## src/rtl/execute_div_seq_if.sv

```systemverilog
// Valid/done divide handshake between the Execute stage (master) and the
// sequential divider (slave).
interface execute_div_seq_if #(
    parameter int WIDTH = 32
) ();
    logic                 valid;
    logic [WIDTH-1:0]     a;
    logic [WIDTH-1:0]     b;
    logic                 done;
    logic [2*WIDTH-1:0]   c;

    modport master (output valid, a, b, input  done, c);
    modport slave  (input  valid, a, b, output done, c);
endinterface

```

## src/rtl/execute_div_seq.sv

```systemverilog
// Multi-cycle unsigned radix-2 restoring divider; returns {remainder, quotient}
// on c in the single cycle done is high.
module execute_div_seq #(
    parameter int WIDTH = 32
) (
    input  logic             clk,
    input  logic             resetn,
    execute_div_seq_if.slave bus
);

    localparam int CW = (WIDTH > 1) ? $clog2(WIDTH) : 1;

    typedef enum logic [1:0] {
        S_IDLE,
        S_BUSY,
        S_DONE
    } state_e;

    state_e               state_q, state_d;
    logic [CW-1:0]        count_q, count_d;
    logic [WIDTH-1:0]     rem_q,   rem_d;
    logic [WIDTH-1:0]     quo_q,   quo_d;
    logic [WIDTH-1:0]     div_q,   div_d;
    logic [2*WIDTH-1:0]   c_q,     c_d;

    logic [WIDTH:0]       trial;
    logic [WIDTH-1:0]     rem_step;
    logic [WIDTH-1:0]     quo_step;

    // Shift the next dividend bit into the partial remainder and try to subtract.
    assign trial = {rem_q, quo_q[WIDTH-1]} - {1'b0, div_q};

    // NOTE: every combinational output gets a default before any branch, so no
    // path leaves a variable unassigned and no latch is inferred.
    always_comb begin
        rem_step = {rem_q[WIDTH-2:0], quo_q[WIDTH-1]};
        quo_step = {quo_q[WIDTH-2:0], 1'b0};
        if (!trial[WIDTH]) begin
            rem_step    = trial[WIDTH-1:0];
            quo_step[0] = 1'b1;
        end
    end

    always_comb begin
        state_d = state_q;
        count_d = count_q;
        rem_d   = rem_q;
        quo_d   = quo_q;
        div_d   = div_q;
        c_d     = c_q;
        unique case (state_q)
            S_IDLE: begin
                if (bus.valid) begin
                    quo_d   = bus.a;
                    div_d   = bus.b;
                    rem_d   = '0;
                    count_d = '0;
                    state_d = S_BUSY;
                end
            end
            S_BUSY: begin
                if (!bus.valid) begin
                    // Flush: drop the partial result, leave c untouched.
                    state_d = S_IDLE;
                end else begin
                    rem_d   = rem_step;
                    quo_d   = quo_step;
                    count_d = count_q + CW'(1);
                    if (count_q == CW'(WIDTH - 1)) begin
                        c_d     = {rem_step, quo_step};
                        state_d = S_DONE;
                    end
                end
            end
            S_DONE:  state_d = S_IDLE;
            default: state_d = S_IDLE;
        endcase
    end

    // NOTE: sequential state uses non-blocking assignments so every register
    // samples the pre-edge values regardless of statement order.
    always_ff @(posedge clk or negedge resetn) begin
        if (!resetn) begin
            state_q <= S_IDLE;
            count_q <= '0;
            rem_q   <= '0;
            quo_q   <= '0;
            div_q   <= '0;
            c_q     <= '0;
        end else begin
            state_q <= state_d;
            count_q <= count_d;
            rem_q   <= rem_d;
            quo_q   <= quo_d;
            div_q   <= div_d;
            c_q     <= c_d;
        end
    end

    assign bus.done = (state_q == S_DONE);
    assign bus.c    = c_q;

endmodule

```

## src/flat_wrapper.sv

```systemverilog
// flat-port wrapper written by rule: the top's interface ports become plain ports
module execute_div_seq_flat 
#(
    parameter int WIDTH = 32
)
  (clk, resetn, bus_valid, bus_a, bus_b, bus_done, bus_c);
  execute_div_seq_if #(.WIDTH(WIDTH)) bus_i ();
  input  logic clk;
  input  logic resetn;
  input wire logic [$bits(bus_i.valid)-1:0] bus_valid;
  input wire logic [$bits(bus_i.a)-1:0] bus_a;
  input wire logic [$bits(bus_i.b)-1:0] bus_b;
  output wire logic [$bits(bus_i.done)-1:0] bus_done;
  output wire logic [$bits(bus_i.c)-1:0] bus_c;
  assign bus_i.valid = bus_valid;
  assign bus_i.a = bus_a;
  assign bus_i.b = bus_b;
  assign bus_done = bus_i.done;
  assign bus_c = bus_i.c;
  execute_div_seq #(.WIDTH(WIDTH)) u_core (.clk(clk), .resetn(resetn), .bus(bus_i));
endmodule
```

## config.mk

```make
export PLATFORM = sky130hd
export DESIGN_NAME = execute_div_seq_flat
export DESIGN_NICKNAME = d
export VERILOG_FILES = /design/src/rtl/execute_div_seq_if.sv /design/src/rtl/execute_div_seq.sv /design/src/flat_wrapper.sv
export SDC_FILE = /design/constraint.sdc
export NUM_CORES = 1
export LEC_CHECK = 0
export BUFFER_PORTS_ARGS = -buffer_cell sky130_fd_sc_hd__buf_2
export CAP_MARGIN = 20
export CORE_ASPECT_RATIO = 1.75
export CORE_MARGIN = 2
export CORE_UTILIZATION = 50
export CTS_CLUSTER_DIAMETER = 150
export DETAILED_ROUTE_END_ITERATION = 12
export HOLD_SLACK_MARGIN = 0.1
export PLACE_DENSITY = 0.78
export SYNTH_ARGS = -nofsm -noshare
export SYNTH_HDL_FRONTEND = slang
export SYNTH_SLANG_ARGS = --single-unit
```

## constraint.sdc

```tcl
create_clock -name clk -period 6.2 [get_ports clk]
set_clock_uncertainty 0.2 [all_clocks]
set_input_delay 0.93 -clock clk [delete_from_list [all_inputs] [get_ports clk]]
set_output_delay 0.93 -clock clk [all_outputs]
set_load 0.005 [all_outputs]
```

# After elaboration in Yosys (flattened, before gate mapping)
# Index checks and enable logic that the tools add are counted.
# Widths: inputs -> output; s select.
dict set report op_classes {
  eq_ne 6
  addsub 2
  reduce_logical 6
  n_mux 15
}
# cell n
set ops {}
lappend ops {{$mux 32} 5}
lappend ops {{$pmux 32 s2} 2}
lappend ops {{$sub 33x32->33} 1}
lappend ops {{$mux 5} 2}
lappend ops {{$pmux 5 s2} 1}
lappend ops {{$mux 2} 3}
lappend ops {{$reduce_and 3->1} 2}
lappend ops {{$add 5x1->5 const B} 1}
lappend ops {{$eq 5x5->1 const B} 1}
lappend ops {{$ne 2x2->1 const B} 2}
lappend ops {{$pmux 2 s2} 1}
lappend ops {{$reduce_and 2->1} 2}
lappend ops {{$ne 3x2->1 const B} 1}
lappend ops {{$eq 2x1->1 const B} 1}
lappend ops {{$eq 2x2->1 const B} 1}
lappend ops {{$logic_not 2->1} 1}
lappend ops {{$reduce_bool 2->1} 1}
lappend ops {{$mux 1} 1}
dict set report word_totals {
  reg_bits 167
  output_inout_bits 65
  word_cells 35
  input_bits 67
}

# Logic depth before layout (Yosys ltp)
# Gate-level depths: netlist of run 1.
dict set report logic_depth {
  word_depth 4
  mapped_depth 14
  depth_no_buf 12
}

# Worst setup path after synthesis of run 1
# OpenSTA, ideal clock, no wires.
dict set report synth_path {
  path_kind {flip-flop to flip-flop}
  start {register u_core.quo_q[31]}
  end {register u_core.c_q[45] (netlist: u_core.bus.c[45])}
  t_arrival_ns 2.867
  n_path_buf 2
  period_less_slack_ns 3.142
  t_required_ns 5.926
  slack_ns 3.058
  stages_incl_launch_ff 15
  setup_ns 0.074
  cell_sequence {dfrtp_1 -> inv_1 -> ha_1 -> inv_1 -> fa_1 -> a211oi_1 -> o21a_2 -> a21oi_1 -> o31ai_2 -> o211a_1 -> buf_6 -> xnor2_4 -> buf_6 -> mux2_4 -> o21ai_2}
}
dict set report synth_between {
  elab_chain_cells 2
}
# item line
set synth_rtl {}
lappend synth_rtl {{start: declaration} execute_div_seq.sv:22} ;# logic [WIDTH-1:0] quo_q, quo_d;
lappend synth_rtl {{start signal: assignment} execute_div_seq.sv:94} ;# quo_q <= quo_d;
lappend synth_rtl {{$sub 33x32->33} execute_div_seq.sv:31} ;# assign trial = {rem_q, quo_q[WIDTH-1]} - {1'b0, div_q};
lappend synth_rtl {{$mux 32} execute_div_seq.sv:38} ;# if (!trial[WIDTH]) begin
lappend synth_rtl {{end signal: assignment} execute_div_seq.sv:89} ;# c_q <= '0;
lappend synth_rtl {{end signal: assignment} execute_div_seq.sv:96} ;# c_q <= c_d;
lappend synth_rtl {{end: declaration} execute_div_seq.sv:24} ;# logic [2*WIDTH-1:0] c_q, c_d;
# No other way between the ends.
# A chain may end at the register's enable or synchronous reset.

# Worst setup path in the final report of run 1
dict set report layout_path {
  start {register u_core.quo_q[31]}
  end {register u_core.rem_q[0]}
}
dict set report layout_between {
  elab_chain_cells 4
}
# item line
set layout_rtl {}
lappend layout_rtl {{$sub 33x32->33} execute_div_seq.sv:31}
lappend layout_rtl {{$mux 32 *} execute_div_seq.sv:38}
lappend layout_rtl {{$mux 32 *} execute_div_seq.sv:62} ;# if (!bus.valid) begin
lappend layout_rtl {{$pmux 32 s2 *} execute_div_seq.sv:51} ;# unique case (state_q)
lappend layout_rtl {{end signal: assignment} execute_div_seq.sv:93} ;# rem_q <= rem_d;
lappend layout_rtl {{end: declaration} execute_div_seq.sv:21} ;# logic [WIDTH-1:0] rem_q, rem_d;
# Mark *: on every way between the ends. The rest lies on a longest branch, timed or not. The select of a mux whose other input is x is not followed.

==> results of run 1 <==
-- cells by family (layout without fill, tap and decap cells) --
kind of cell	after synthesis	after routing
AND/OR/NAND/NOR	339	339
AO/OA/AOI/OAI	245	245
flip-flops	167	167
buffers and inverters	92	211
multiplexers	59	59
adder cells (fa/ha/maj)	35	35
XOR/XNOR	26	26
-- critical path: stages (launching register included) --
cell and delay, ns:
dfrtp_1 0.38, inv_1 0.08, ha_1 0.17, inv_1 0.06, fa_1 0.43, a211oi_1 0.24, o21a_2 0.22, a21oi_1 0.10
o31ai_2 0.36, o211a_1 0.47, xnor2_4 0.15, buf_4 0.49, mux2_2 0.41, o21ai_1 0.12
-- per-stage QoR --
step,power (W),cells
3_5_place_dp,0.003165,1275
5_1_grt,0.004494,1309
2_1_floorplan,0.002784,963
3_3_place_gp,0.003127,1274
6_report,0.004213,1309
4_1_cts,0.004216,1307
-- layout by cell type, fill, tap and decap left out, types with 3 or more instances in the layout --
cell type  instances
mux2i_1           56
nor3_1             7
ha_1              34
dfrtp_1          166
nand3_1           17
and2_1             3
buf_4              7
inv_1             37
and3_1             7
o211ai_1           4
a211oi_1           7
clkbuf_16         17
or3_1              5
nor2b_1            5
nor2_1            18
clkinv_4           4
o21ai_0          115
nand2b_1           3
nand4_1            6
nand3b_1           3
o21ai_1           25
buf_2            130
a2111o_1           3
xor2_1            12
xnor2_1           12
a21oi_1           36
o21bai_1           3
o21a_1             6
nand2_1          253
a21o_1            10
a311oi_1           3
a31oi_1            4
inv_6              5
-- flip-flops by register name, indices dropped and copies added (netlist names) --
name / flops
u_core.count_q: 5
u_core.state_q: 2
u_core.quo_q: 32
u_core.rem_q: 32
u_core.bus.c: 64
u_core.div_q: 32
-- cell type report --
class / instances / area [um^2] / share of cell area
Clock inverter: 14 / 140.1 / 0.01380
Multi-Input combinational cell: 704 / 4202 / 0.4137
Clock buffer: 18 / 429.2 / 0.04225
Tap cell: 227 / 284.0 / 0.02796
Sequential cell: 167 / 4180 / 0.4116
Inverter: 38 / 142.6 / 0.01404
Timing Repair Buffer: 141 / 779.5 / 0.07674
-- layer usage --
metal | global-route usage | vias to the layer above | wire (um)
li1 | - | 3520 | -
met1 | 0.2584 | 3431 | 8213
met2 | 0.4496 | 173 | 11770
met3 | 0.03599 | 42 | 704
met4 | 0.1087 | 0 | 675
met5 | 0 | - | 0
-- how the worst max path moves through the flow --
stage	start	end	slack, ns	cells past startpoint
final	u_core.quo_q[31]	u_core.rem_q[0]	2.25	13
after global routing	u_core.quo_q[31]	u_core.bus.c[54]	1.99	13
after CTS	u_core.quo_q[31]	u_core.rem_q[0]	2.26	13
after detailed placement	u_core.quo_q[31]	u_core.rem_q[0]	2.28	13
after global placement	u_core.quo_q[31]	u_core.rem_q[0]	2.37	13
after floorplan	u_core.quo_q[31]	u_core.bus.c[45]	3.06	14
-- power groups by stage --
stage               combinational (W)  clock, W  sequential (W)
floorplan                     0.00145         0         0.00133
global placement              0.00175         0         0.00137
detailed placement            0.00179         0         0.00138
CTS                           0.00180   0.00106         0.00136
global route                  0.00201   0.00110         0.00138
finish                        0.00181   0.00104         0.00136
==> metrics.cfg, run 1 <==
[run_status]
outcome=finished, final reports clean

[worst_hold_path]
hp-start=u_core.bus.c[17]
hold_depth=2
holdPathEnd=u_core.bus.c[17]
worstHoldPathType=reg -> reg

[global_routing]
grt_max_degree=117
overflow=0
track_usage=0.2369
antenna_found_initial=0
grt_pass1_vias=7145
grt_pass1_wl_um=35090

[final_layout]
synthToLayoutAreaGrowth_pct=16.35
nets=1171
fillers=1543
fin_util=0.5966
drive_gt1_frac=0.1756
final_area_um2=10160
n_antenna_cell=0

[pwr]
leakage_nw=5.144
switching_power_w=0.001668
power_density_nw_per_um2=414.8
peakVddDrop_v=0.0002238
p_seq_frac=0.323
pwr-share-comb=0.431
p_int_w=0.002546
pwr-share-clk=0.247
swShare=0.3958

[sta]
timing.final.ws_setup_ns=2.251
finalCritPeriodShare=0.6369
post-route-min-period_ns=3.949
slew_headroom=0.3654
setup-tns-final_ns=0
setup_viol=0
fmax_mhz=253.2
rsz0062_at_grt=no
whs_ns=0.2712
finalHoldViolations=0
tightest_slew_ns=0.9518
slew_violations=0

[yosys]
synth_area_um2=8730
synth_warnings=0
synth_ff_type=dfrtp_1
synth_simple_gate_area_share=0.1634
synth-compound-area-share=0.1661
yosysSeqAreaShare=0.4787
yosys-top-cells-area=dfrtp_1, nand2_1, o21ai_0
syn_nets=1065
synth_top_family_by_area=compound AO/OA/AOI/OAI gates
synth.distinct_cells=68
synth_edf_count=0
yosysMostFrequentCell=nand2_1
synth_area_per_cell_um2=9.065
synthCells=963
synth_top_area_frac=0.4787
yosysTopAreaCell=dfrtp_1
synth.area.mux_share=0.06851
ys_seq_elements=167
yosys.area_share.adder=0.05102
synthArstFlopShare=1.000
netlist_top_cells_count=nand2_1, dfrtp_1, o21ai_0
synth-xor-area-share=0.02910

[floorplanning]
coreArea_um2=17030
die_area_um2=18570
io_pins=132
die_x_um=103.9
start_util=0.5127
die_h_um=178.8
row_count=63

[critical_path]
reg2reg_depth=13
r2r_setup_slack_ns=2.25
startpoint_type=flop
worstPathArrival_ns=4.11
r2r-end=u_core.rem_q[0]
crit_path_end_kind=flop
crit_fanout=31
crit_type=reg -> reg
reg2reg_from=u_core.quo_q[31]
cp.required_ns=6.36

[clock_network]
post-cts-setup-buffer-count=0
clk_latency_ns=0.43
cts-root-buf=clkbuf_16
cts_buffers=17
cts_tree=done
cts_max_path_buffers=2
postCtsHoldBufs=0
cts_max_level=4
path_clk_slew_ns=0.07
cts_resized=0
cts.sinks=167

[placed_design]
gp_congestion=0.9534
place_area_um2=9550
dp_hpwl_um=14880
preCtsSetupSlack_ns=2.276
io_buffers=131

[detailed_routing]
vias=7166
drtIter0Drc=315
drt-vias-per-instance=5.474
first_pass_iters=4
wl_um=21360
drc=0
routedWlPerCell_um=16.32
antenna_left=0

[flow_run]
maxCapViolations=0

No activity file was read; power rests on OpenSTA's default activity.
==> run 2, diff against run 1 <==
==> constraint.sdc (replaced) <==
create_clock -name clk -period 4.1 [get_ports clk]
set_clock_uncertainty 0.2 [all_clocks]
set_input_delay 0.615 -clock clk [delete_from_list [all_inputs] [get_ports clk]]
set_output_delay 0.615 -clock clk [all_outputs]
set_load 0.005 [all_outputs]
==> run 2 against run 1 <==
  * Die area did not move
  * Sequential share of layout area fell by 0.29 points
  * Via count rose by 0.17%
  * Total power rose by 56%
  * Critical endpoint is now u_core.bus.c[50]
==> metrics.cfg, run 2 (synthesized netlist as in run 1, its figures left out) <==
[run_status]
outcome=finished, final reports clean  ; unchanged

[sta]
fmax_mhz=265.7  ; was 253.2 MHz
post-route-min-period_ns=3.763  ; was 3.949 ns
setup_viol=0  ; unchanged
slew_violations=0  ; unchanged
rsz0062_at_grt=no  ; unchanged
finalHoldViolations=0  ; unchanged
finalCritPeriodShare=0.9178  ; was 0.6369
tightest_slew_ns=1.005  ; was 0.9518 ns
setup-tns-final_ns=0  ; unchanged
slew_headroom=0.3265  ; was 0.3654

[floorplanning]
row_count=63  ; unchanged
io_pins=132  ; unchanged
die_x_um=103.9  ; unchanged
coreArea_um2=17030  ; unchanged
die_area_um2=18570  ; unchanged
die_h_um=178.8  ; unchanged
start_util=0.5127  ; unchanged

[critical_path]
crit_path_end_kind=flop  ; unchanged
reg2reg_from=u_core.quo_q[31]  ; unchanged
worstPathArrival_ns=3.84  ; was 4.11 ns
crit_fanout=13  ; was 31
r2r-end=u_core.bus.c[50]  ; was u_core.rem_q[0]
cp.required_ns=4.17  ; was 6.36 ns
startpoint=u_core.quo_q[31]  ; unchanged
reg2reg_depth=13  ; unchanged
crit_type=reg -> reg  ; unchanged
endpoint=u_core.bus.c[50]  ; was u_core.rem_q[0]
startpoint_type=flop  ; unchanged
r2r_setup_slack_ns=0.34  ; was 2.25 ns

[final_layout]
final_common_cell=nand2_1  ; unchanged
nets=1176  ; was 1171
fin_util=0.6008  ; was 0.5966
largest_reg_flops=64  ; unchanged
layout_common_cells=nand2_1, dfrtp_1, buf_2  ; unchanged
drive_gt1_frac=0.1785  ; was 0.1756
synthToLayoutAreaGrowth_pct=17.18  ; was 16.35%

[placed_design]
dp_hpwl_um=15530  ; was 14880 um
gp_congestion=0.9672  ; was 0.9534
io_buffers=131  ; unchanged

[clock_network]
cts-root-buf=clkbuf_16  ; unchanged
cts.sinks=167  ; unchanged
path_clk_slew_ns=0.06  ; was 0.07 ns
cts_max_path_buffers=2  ; unchanged
cts_buffers=17  ; unchanged
clk_latency_ns=0.43  ; about the same
cts_tree=done  ; unchanged
cts_resized=0  ; unchanged
cts_max_level=4  ; unchanged
post-cts-setup-buffer-count=0  ; unchanged

[global_routing]
track_usage=0.2380  ; was 0.2369
antenna_found_initial=1  ; was 0
grt_max_degree=96  ; was 117
overflow=0  ; unchanged
grt_pass1_vias=7178  ; was 7145
grt_pass1_wl_um=35230  ; was 35090 um

[detailed_routing]
wl_met2_um=11910  ; was 11770 um
routedWlPerCell_um=16.48  ; was 16.32 um
drt-vias-per-instance=5.459  ; was 5.474
antenna_left=0  ; unchanged
route.met3.wl_um=650  ; was 704 um
wl_um=21670  ; was 21360 um
drc=0  ; unchanged
wl_met1_um=8503  ; was 8213 um
first_pass_iters=8  ; was 4
vias=7178  ; was 7166
highest-signal-layer=met4  ; unchanged
drtIter0Drc=344  ; was 315

[pwr]
power_density_nw_per_um2=642.0  ; was 414.8 nW/um^2
leakage_nw=5.174  ; was 5.144 nW
peakVddDrop_v=0.0003928  ; was 0.0002238 V

[worst_hold_path]
worstHoldPathType=in -> reg  ; was reg -> reg
hold_depth=3  ; was 2

[flow_run]
maxCapViolations=0  ; unchanged

==> run 2: power by group <==
group | internal [W] | total [W] | leakage [nW] | switching (W)
clock network | 0.000991 | 0.00165 | 0.286 | 0.000662
registers | 0.00187 | 0.00206 | 2.21 | 0.000194
logic | 0.00117 | 0.00285 | 2.68 | 0.00169
==> run 2: routing by layer <==
layer  track usage  vias to the layer above
met5             0                        -
met4        0.1008                        0
met3       0.03272                       46
met2        0.4545                      165
met1        0.2630                     3440
li1              -                     3527
==> run 2: worst min-delay path by stage <==
stage,from,to
floorplan,resetn,u_core.bus.c[0]
global placement,u_core.bus.c[18],u_core.bus.c[18]
detailed placement,u_core.bus.c[19],u_core.bus.c[19]
CTS,bus_b[11],u_core.div_q[11]
global route,bus_b[9],u_core.div_q[9]
finish,bus_b[21],u_core.div_q[21]
==> run 2: critical path, cell delays in order, from the launching register on <==
cell,delay [ns]
dfrtp_1,0.37
inv_1,0.07
ha_1,0.17
inv_1,0.06
fa_1,0.42
a211oi_1,0.24
o21a_2,0.21
a21oi_1,0.11
o31ai_2,0.34
o211a_1,0.38
xnor2_4,0.33
buf_4,0.31
mux2i_1,0.28
o21ai_1,0.10
==> run 2: cell type report <==
class / instances / area (um^2)
diodes: 1 / 2.502
clock buffers: 21 / 460.4
clock inverters: 11 / 147.6
fillers: 1533 / 6797
inverters: 38 / 142.6
multi-input cells: 705 / 4218
flip-flops and latches: 167 / 4180
well taps: 227 / 284.0
repair buffers: 145 / 794.5
==> run 2: what timing repair did <==
item,in CTS,in global routing
endpoints found under the hold margin,68,0
endpoints found under the setup margin,0,1
hold buffers,1,0
==> run 2: stage by stage <==
stage	hold slack [ns]	cell area [um^2]	power [W]	worst slack, ns	cells
CTS	0.1735	10210	0.006541	0.1690	1313
global placement	0.2517	9593	0.004795	0.3284	1280
finish	0.1847	10230	0.006567	0.3370	1315
detailed placement	0.2563	9593	0.004859	0.2176	1280
global route	0.1914	10230	0.006987	0.03600	1315
floorplan	0.1194	8730	0.004210	0.9584	963
==> run 3, diff against run 2 <==
--- a/config.mk
+++ b/config.mk
@@ -14,6 +14,8 @@
 export DETAILED_ROUTE_END_ITERATION = 12
 export HOLD_SLACK_MARGIN = 0.1
 export PLACE_DENSITY = 0.78
+export REMOVE_ABC_BUFFERS = 1
+export SKIP_CTS_REPAIR_TIMING = 1
 export SYNTH_ARGS = -nofsm -noshare
 export SYNTH_HDL_FRONTEND = slang
 export SYNTH_SLANG_ARGS = --single-unit
==> run 3 against run 2 <==
  * Combinational power about the same
  * Clock power down 8%
  * Global-route usage down 0.56 points
  * Maximum frequency down 2.1%
  * Largest cell class unchanged
==> metrics.cfg, run 3 (synthesized netlist as in run 1, its figures left out) <==
[run_status]
outcome=finished, final reports clean  ; unchanged

[detailed_routing]
drtIter0Drc=383  ; was 344
drc=0  ; unchanged
vias=7105  ; was 7178
routedWlPerCell_um=16.01  ; was 16.48 um
drt-vias-per-instance=5.399  ; was 5.459
wl_um=21070  ; was 21670 um
antenna_left=0  ; unchanged
first_pass_iters=5  ; was 8

[placed_design]
place_area_um2=9595  ; was 9593 um^2
dp_hpwl_um=14680  ; was 15530 um
gp_congestion=0.9086  ; was 0.9672
io_buffers=131  ; unchanged

[floorplanning]
start_util=0.5127  ; unchanged
coreArea_um2=17030  ; unchanged
die_x_um=103.9  ; unchanged
io_pins=132  ; unchanged
die_area_um2=18570  ; unchanged
die_h_um=178.8  ; unchanged
row_count=63  ; unchanged

[global_routing]
antenna_found_initial=0  ; was 1
track_usage=0.2324  ; was 0.2380
overflow=0  ; unchanged
grt_pass1_vias=7179  ; was 7178
grt_max_degree=96  ; unchanged
grt_pass1_wl_um=34650  ; was 35230 um

[critical_path]
crit_path_end_kind=flop  ; unchanged
worstPathArrival_ns=3.97  ; was 3.84 ns
crit_fanout=9  ; was 13
reg2reg_from=u_core.quo_q[31]  ; unchanged
reg2reg_depth=13  ; unchanged
r2r_setup_slack_ns=0.26  ; was 0.34 ns
cp.required_ns=4.22  ; was 4.17 ns
startpoint=u_core.quo_q[31]  ; unchanged
crit_type=reg -> reg  ; unchanged
r2r-end=u_core.rem_q[27]  ; was u_core.bus.c[50]
startpoint_type=flop  ; unchanged

[clock_network]
cts.sinks=167  ; unchanged
path_clk_slew_ns=0.07  ; was 0.06 ns
cts-root-buf=clkbuf_16  ; unchanged
clk_latency_ns=0.43  ; about the same
cts_tree=done  ; unchanged
cts_buffers=17  ; unchanged
cts_max_path_buffers=2  ; unchanged
cts_max_level=4  ; unchanged

[sta]
slew_headroom=0.2565  ; was 0.3265
tightest_slew_ns=1.110  ; was 1.005 ns
setup-tns-final_ns=0  ; unchanged
setup_viol=0  ; unchanged
finalCritPeriodShare=0.9377  ; was 0.9178
finalHoldViolations=0  ; unchanged
post-route-min-period_ns=3.845  ; was 3.763 ns
fmax_mhz=260.1  ; was 265.7 MHz
slew_violations=0  ; unchanged
rsz0062_at_grt=no  ; unchanged

[worst_hold_path]
hold_depth=3  ; unchanged
holdPathEnd=u_core.div_q[23]  ; was u_core.div_q[21]
hp-start=bus_b[23]  ; was bus_b[21]
worstHoldPathType=in -> reg  ; unchanged

[pwr]
power_density_nw_per_um2=629.7  ; was 642.0 nW/um^2
peakVddDrop_v=0.0003253  ; was 0.0003928 V
leakage_nw=5.165  ; was 5.174 nW
p_total_w=0.006408  ; was 0.006567 W

[final_layout]
fin_util=0.5977  ; was 0.6008
nets=1178  ; was 1176
n_antenna_cell=0  ; was 1
layout_common_cells=nand2_1, dfrtp_1, buf_2  ; unchanged
drive_gt1_frac=0.1818  ; was 0.1785
final_common_cell=nand2_1  ; unchanged
largest_reg_flops=64  ; unchanged
synthToLayoutAreaGrowth_pct=16.57  ; was 17.18%
final_area_um2=10180  ; was 10230 um^2

[flow_run]
maxCapViolations=0  ; unchanged

[run 3: changes by cell type in the layout (fill, tap and decap cells not counted)]
| cell | change |
|---|---|
| clkinv_4 | +3 |
| clkbuf_1 | -2 |
| bufinv_16 | -3 |
| clkinvlp_4 | -2 |
| buf_4 | +3 |
| diode_2 | -1 |
| inv_6 | +4 |
| clkbuf_8 | -1 |
| inv_8 | +1 |
| buf_12 | -1 |
[run 3: worst max-delay path by stage]
stage                       end  cells past startpoint
6_report       u_core.rem_q[27]                     13
5_1_grt        u_core.rem_q[28]                     13
4_1_cts        u_core.bus.c[57]                     12
3_5_place_dp   u_core.bus.c[57]                     12
3_3_place_gp   u_core.bus.c[57]                     12
2_1_floorplan  u_core.bus.c[62]                      5
[run 3: layout make-up]
class,count,area (um^2)
Clock buffer,18,439.2
Inverter,38,142.6
Fill cell,1545,6850
Tap cell,227,284.0
Multi-Input combinational cell,705,4218
Timing Repair Buffer,147,797.0
Sequential cell,167,4180
Clock inverter,14,115.1
[run 3: layer usage]
metal,GRT usage,wire length [um]
met1,0.2627,8569
met2,0.4235,11010
met3,0.04507,866
met4,0.1059,620
met5,0,0
[run 3: where the power goes]
part | internal (W) | switching (W)
Clock | 0.000806 | 0.000713
Combinational | 0.00117 | 0.00167
Sequential | 0.00187 | 0.000184
[run 3: stage by stage]
stage	cells	hold slack, ns	setup slack, ns
2_1_floorplan	909	0.1194	-1.163
3_3_place_gp	1282	0.2539	0.2363
3_5_place_dp	1282	0.2583	0.1484
4_1_cts	1314	0.04154	0.07746
5_1_grt	1316	0.1922	0.04257
6_report	1316	0.1904	0.2554
[run 3: critical path, stage by stage (launching register included)]
cell and delay [ns]:
dfrtp_1 0.37, inv_1 0.08, ha_1 0.16, inv_1 0.05
fa_1 0.43, a211oi_1 0.23, o21a_2 0.21, a21oi_1 0.14
o31ai_2 0.38, o211a_1 0.38, buf_4 0.23, xor2_2 0.45
a21oi_1 0.14, a211oi_1 0.29
